==> src/rtl/matrix_alu_initiator.sv <==
// Matrix ALU bus initiator: runs one full matrix op on the ALU register bus.
// Ports: Clk/Reset, Start/OpCode/Src1In/Src2In request, Busy/Done/Err/ResultOut, ALU bus.
`timescale 1ns/1ps
module matrix_alu_initiator #(
  parameter logic [3:0]  ALU_UNIT     = 4'h1,
  parameter int unsigned POLL_TIMEOUT = 255
) (
  input  logic         Clk,
  input  logic         Reset,
  input  logic         Start,
  input  logic [7:0]   OpCode,
  input  logic [255:0] Src1In,
  input  logic [255:0] Src2In,
  output logic         Busy,
  output logic         Done,
  output logic         Err,
  output logic [255:0] ResultOut,
  output logic [15:0]  address,
  output logic         nRead,
  output logic         nWrite,
  output logic [255:0] ExeDataOut,
  input  logic [255:0] MatrixDataOut
);

  typedef enum logic [2:0] {
    S_IDLE, S_WR_SRC1, S_WR_SRC2, S_WR_CMD,
    S_POLL, S_RD_RES, S_DONE, S_ERR
  } state_t;

  localparam logic [7:0] LP_TIMEOUT = 8'(POLL_TIMEOUT);

  state_t       r_state;
  logic [7:0]   r_op;
  logic [7:0]   r_poll_cnt;
  logic [255:0] r_src1;
  logic [255:0] r_src2;
  logic [255:0] r_result;
  logic [7:0]   w_poll_nxt;
  logic [7:0]   w_off;
  logic         w_bus;

  // saturating so a huge timeout can never wrap back to zero
  assign w_poll_nxt = (r_poll_cnt == 8'hFF) ? 8'hFF : r_poll_cnt + 8'd1;

  always_ff @(posedge Clk or posedge Reset) begin
    if (Reset) begin
      r_state    <= S_IDLE;
      r_op       <= '0;
      r_poll_cnt <= '0;
      r_src1     <= '0;
      r_src2     <= '0;
      r_result   <= '0;
    end else begin
      case (r_state)
        S_IDLE: begin
          if (Start) begin
            if (OpCode <= 8'd7) begin
              r_op    <= OpCode;
              r_src1  <= Src1In;
              r_src2  <= Src2In;
              r_state <= S_WR_SRC1;
            end else begin
              r_state <= S_ERR;
            end
          end
        end
        S_WR_SRC1:
          r_state <= (r_op == 8'd5) ? S_WR_CMD : S_WR_SRC2;
        S_WR_SRC2:
          r_state <= S_WR_CMD;
        S_WR_CMD: begin
          r_poll_cnt <= '0;
          r_state    <= S_POLL;
        end
        S_POLL: begin
          if (MatrixDataOut[0]) begin
            r_state <= S_RD_RES;
          end else begin
            r_poll_cnt <= w_poll_nxt;
            if (w_poll_nxt >= LP_TIMEOUT)
              r_state <= S_ERR;
          end
        end
        S_RD_RES: begin
          r_result <= MatrixDataOut;
          r_state  <= S_DONE;
        end
        S_DONE:  r_state <= S_IDLE;
        S_ERR:   r_state <= S_IDLE;
        default: r_state <= S_IDLE;
      endcase
    end
  end

  // bus strobes depend on the state register only
  always_comb begin
    w_off      = 8'h00;
    w_bus      = 1'b0;
    nRead      = 1'b1;
    nWrite     = 1'b1;
    ExeDataOut = '0;
    case (r_state)
      S_WR_SRC1: begin
        w_off      = 8'h02;
        w_bus      = 1'b1;
        nWrite     = 1'b0;
        ExeDataOut = r_src1;
      end
      S_WR_SRC2: begin
        w_off      = 8'h03;
        w_bus      = 1'b1;
        nWrite     = 1'b0;
        ExeDataOut = r_src2;
      end
      S_WR_CMD: begin
        w_off      = 8'h00;
        w_bus      = 1'b1;
        nWrite     = 1'b0;
        ExeDataOut = {248'b0, r_op};
      end
      S_POLL: begin
        w_off = 8'h01;
        w_bus = 1'b1;
        nRead = 1'b0;
      end
      S_RD_RES: begin
        w_off = 8'h04;
        w_bus = 1'b1;
        nRead = 1'b0;
      end
      default: ;
    endcase
  end

  assign address   = w_bus ? {ALU_UNIT, 4'h0, w_off} : 16'h0000;
  assign Busy      = (r_state != S_IDLE);
  assign Done      = (r_state == S_DONE);
  assign Err       = (r_state == S_ERR);
  assign ResultOut = r_result;

endmodule

==> config.mk <==
export PLATFORM = sky130hd
export DESIGN_NAME = matrix_alu_initiator
export DESIGN_NICKNAME = d
export VERILOG_FILES = /design/src/rtl/matrix_alu_initiator.sv
export SDC_FILE = /design/constraint.sdc
export NUM_CORES = 2
export LEC_CHECK = 0
export ABC_AREA = 1
export ABC_CLOCK_PERIOD_IN_PS = 43000
export CORE_AREA = 2 2 513 515
export CTS_CLUSTER_DIAMETER = 80
export DETAILED_ROUTE_END_ITERATION = 8
export DIE_AREA = 0 0 515 517
export PLACE_DENSITY_LB_ADDON = 0.05
export SLEW_MARGIN = 5
export SYNTH_ARGS = -nofsm -noshare
export SYNTH_HDL_FRONTEND = slang
export SYNTH_SLANG_ARGS = --single-unit
==> constraint.sdc <==
create_clock -name Clk -period 43 [get_ports Clk]
set_input_delay 12.9 -clock Clk [delete_from_list [all_inputs] [get_ports Clk]]
set_output_delay 12.9 -clock Clk [all_outputs]
set_load 0.005 [all_outputs]
==> tab_implementation.tex <==
\begin{tabular}{lr}
\hline
Metric & Value \\
\hline
\multicolumn{2}{l}{\textbf{Global route}} \\
Total global-route track usage & 0.146 \\
Wire length of the first global-routing pass & 271000 um \\
Via count of the first global-routing pass & about 31000 \\
Initial antenna violation count & 159 \\
Remaining global-route overflow & 0 \\
Maximum number of pins on one net before global-route repair & between 150 and 200 \\
\multicolumn{2}{l}{\textbf{CTS}} \\
Number of H-tree branching levels & 3 \\
Clock-pin transition on the worst setup and hold timing paths & roughly 0.060 ns \\
CTS Buf Count & 117 \\
TritonCTS clock tree & done \\
Post-CTS sizing & 0 \\
Worst-Skew Late Latency & slightly below 0.8 ns \\
Clk sinks & just under 800 \\
Cts-stage hold buffer count & 0 \\
Maximum clock path buffer count & 3 \\
Buffers inserted by post-CTS timing repair & 0 \\
Root Buffer & sky130\_fd\_sc\_hd\_\_clkbuf\_16 \\
\multicolumn{2}{l}{\textbf{Worst setup path}} \\
Crit path buf inv count & 4 \\
Maximum fanout count along the critical path & 94 \\
Worst path top cell family by delay & buffers and inverters \\
Depth of the critical timing path with buffers and inverters included & 6 \\
Slowest cell delay on critical path & a little under 0.9 ns \\
Max stage delay cell, worst path & sky130\_fd\_sc\_hd\_\_buf\_4 \\
Nature of the critical path startpoint & register \\
Required time of the critical path & about 30 ns \\
Critical path endpoint category & primary output \\
Top cell by count, worst path & sky130\_fd\_sc\_hd\_\_buf\_4 \\
Count of cells along the worst register-to-register path & 10 \\
Crit path DAT & 4.44 ns \\
Category of the critical setup timing path & reg2out \\
CP cell instances & nor2\_4 -> inv\_8 -> buf\_4 -> buf\_4 -> o21ai\_0 -> clkdlybuf4s50\_1 \\
\multicolumn{2}{l}{\textbf{Detailed routing}} \\
Iteration-0 DRC count of the detailed router & approximately 1400 \\
Via count & roughly 30000 \\
Drt wl/cell & $\sim$23 um \\
Total wire length & about 200000 um \\
Remaining routing DRC violations & 0 \\
Vias per std cell & 3.50 \\
ANT nets after route & 0 \\
Detailed Routing Iterations Pass 1 & 5 \\
\multicolumn{2}{l}{\textbf{Yosys}} \\
Synth async-reset ratio & 1.00 \\
Flip-flop and latch count after synthesis & a little under 800 \\
Top cell type's share of synthesized area & 0.600 \\
Cell type contributing the most total cell area after synthesis & sky130\_fd\_sc\_hd\_\_dfrtp\_1 \\
Sequential cell area fraction in the yosys report & 0.600 \\
Post-synth top flop & sky130\_fd\_sc\_hd\_\_dfrtp\_1 \\
Count of unique library cells instantiated by Yosys & 28 \\
Most numerous cell types in the synthesized netlist & 1695 x sky130\_fd\_sc\_hd\_\_nand2\_1, 787 x sky130\_fd\_sc\_hd\_\_dfrtp\_1, 414 x sky130\_fd\_sc\_hd\_\_inv\_1 \\
Synth warnings & 0 \\
Cell count after synthesis & roughly 3800 \\
Most area-consuming cells after synthesis & sky130\_fd\_sc\_hd\_\_dfrtp\_1 60\%, sky130\_fd\_sc\_hd\_\_nand2\_1 19\%, sky130\_fd\_sc\_hd\_\_inv\_1 4.7\%, sky130\_fd\_sc\_hd\_\_o21ai\_0 4.2\%, sky130\_fd\_sc\_hd\_\_o21ai\_1 3.6\% \\
Post-synth design cell area & between 30000 and 40000 um\^{}2 \\
Library cell with the highest instance count after synthesis & sky130\_fd\_sc\_hd\_\_nand2\_1 \\
EDFF count, synth & 0 \\
Average cell area after synthesis & 8.53 um\^{}2 \\
\multicolumn{2}{l}{\textbf{Place}} \\
Final GP Congestion & 0.751 \\
Total of buffers placed on input and output ports & about 1300 \\
Detailed placer's ending HPWL & approximately 150000 um \\
Instance area at placement & 49100 um\^{}2 \\
\multicolumn{2}{l}{\textbf{Die}} \\
Placeable core region & between 200000 and 300000 um\^{}2 \\
\# IOs & 1312 \\
Horizontal die dimension & between 500 and 600 um \\
Number of core rows & roughly 190 \\
Overall die area & 266000 um\^{}2 \\
Chip Height & approximately 520 um \\
Starting density of the core & 0.126 \\
\multicolumn{2}{l}{\textbf{Layout}} \\
Number of inserted filler cells in the final layout & 29100 \\
Area growth from synthesis to layout & 61.2\% \\
Final-stage net count & $\sim$6000 \\
Fraction of layout instances using a drive strength above 1 & 0.0434 \\
Cell area after layout & 52900 um\^{}2 \\
\multicolumn{2}{l}{\textbf{Power}} \\
Max VDD drop & $\sim$0.036 mV \\
Static leakage & 23.8 nW \\
Power per Cell Area & between 60 and 70 nW/um\^{}2 \\
\multicolumn{2}{l}{\textbf{STA}} \\
Final period utilization & 0.403 \\
Fin crit period & between 15 and 20 ns \\
Relative slew slack & 0.212 \\
Sum of negative setup slack & 0 ns \\
Unrepaired setup endpoints after global routing & no \\
Final worst clock skew & approximately 0.033 ns \\
Final setup fails & 0 \\
Number of slew-limit violations in the final report & 0 \\
Transition time at the pin with the least slew margin & $\sim$1.2 ns \\
Final hold viol count & 0 \\
Fmax & 0.0577 GHz \\
\multicolumn{2}{l}{\textbf{Run}} \\
Number of maximum-capacitance violations & 0 \\
\multicolumn{2}{l}{\textbf{Outcome}} \\
Run status & completed \\
\multicolumn{2}{l}{\textbf{Hold path}} \\
Hold Crit Class & reg2reg \\
Hold path cells & 2 \\
\hline
\end{tabular}
## placed cells by master (no fill, tap or decap), types with 28 or more instances in the layout
master                            instances
sky130_fd_sc_hd__buf_4                   31
sky130_fd_sc_hd__clkbuf_1                33
sky130_fd_sc_hd__clkbuf_16              117
sky130_fd_sc_hd__clkbuf_8                28
sky130_fd_sc_hd__clkdlybuf4s50_1       1299
sky130_fd_sc_hd__dfrtp_1                787
sky130_fd_sc_hd__diode_2                 28
sky130_fd_sc_hd__inv_1                  412
sky130_fd_sc_hd__nand2_1               1695
sky130_fd_sc_hd__o21ai_0                276
sky130_fd_sc_hd__o21ai_1                235
sky130_fd_sc_hd__o22ai_1                139
## tightest hold or removal path, delay by kind of cell, from the launching register on
family	cells	cell delay [ns]
AND/OR/NAND/NOR	2	0.10
flip-flops	1	0.34
## metal layers
layer  share of wire  GRT usage
met4           0.021     0.0253
met3           0.094     0.0650
met5          0.0040          0
met1            0.38      0.160
met2            0.50      0.260
## power by group
group / switching (mW) / leakage, nW / internal, mW
Combinational: 0.763 / 13.1 / 0.677
Sequential: 0.117 / 8.82 / 1.04
Clock: 0.400 / 1.85 / 0.566
Total: 1.28 / 23.8 / 2.29
## logic make-up (layout without fill, tap and decap cells)
logic type	Yosys count	after routing	share of synthesized area
compound gates	660	660	0.107
buf+inv	659	1962	0.0927
flops	787	787	0.600
fa+ha+maj	1	1	0.000381
other cells	1	40	0.000114
simple gates	1741	1741	0.201
## cell type report
| type | instances | area, um^2 | share of cell area |
|---|---|---|---|
| diodes | 28 | 70.1 | 0.00132 |
| well taps | 3420 | 4280 | 0.0808 |
| clock buffers | 178 | 3440 | 0.0649 |
| inverters | 420 | 1610 | 0.0304 |
| multi-input cells | 2414 | 10200 | 0.192 |
| clock inverters | 29 | 353 | 0.00667 |
| flip-flops and latches | 787 | 19700 | 0.372 |
| repair buffers | 1335 | 13300 | 0.252 |
## registers in the layout, indices dropped and copies added, names as in the netlist
register and cells:
r_src1 256, r_state 3, r_poll_cnt 8, ResultOut 256, r_src2 256, r_op 8
## stage by stage
step                hold WS, ns  utilization  worst slack, ns  power [mW]  std cells
floorplan                 0.442            -             8.00        1.68       3860
global placement          0.454        0.188            25.75        2.68       8376
detailed placement        0.457        0.188            25.77        2.68       8376
CTS                       0.471        0.202            25.58        3.69       8583
global route              0.483        0.203            25.27        3.83       8587
finish                    0.466        0.203            25.66        3.57       8611
## path summary, 6_finish.rpt
check	endpoint	startpoint	slack [ns]
min	r_src1[225]	r_src1[225]	0.47
min in group asynchronous	r_src2[139]	Reset	12.69
max reg2reg	r_src2[158]	r_state[1]	38.41
min reg2reg	r_src1[225]	r_src1[225]	0.47
max	ExeDataOut[206]	r_state[2]	25.66
max in group asynchronous	r_src2[14]	Reset	27.09
No activity file was read; power rests on OpenSTA's default activity.
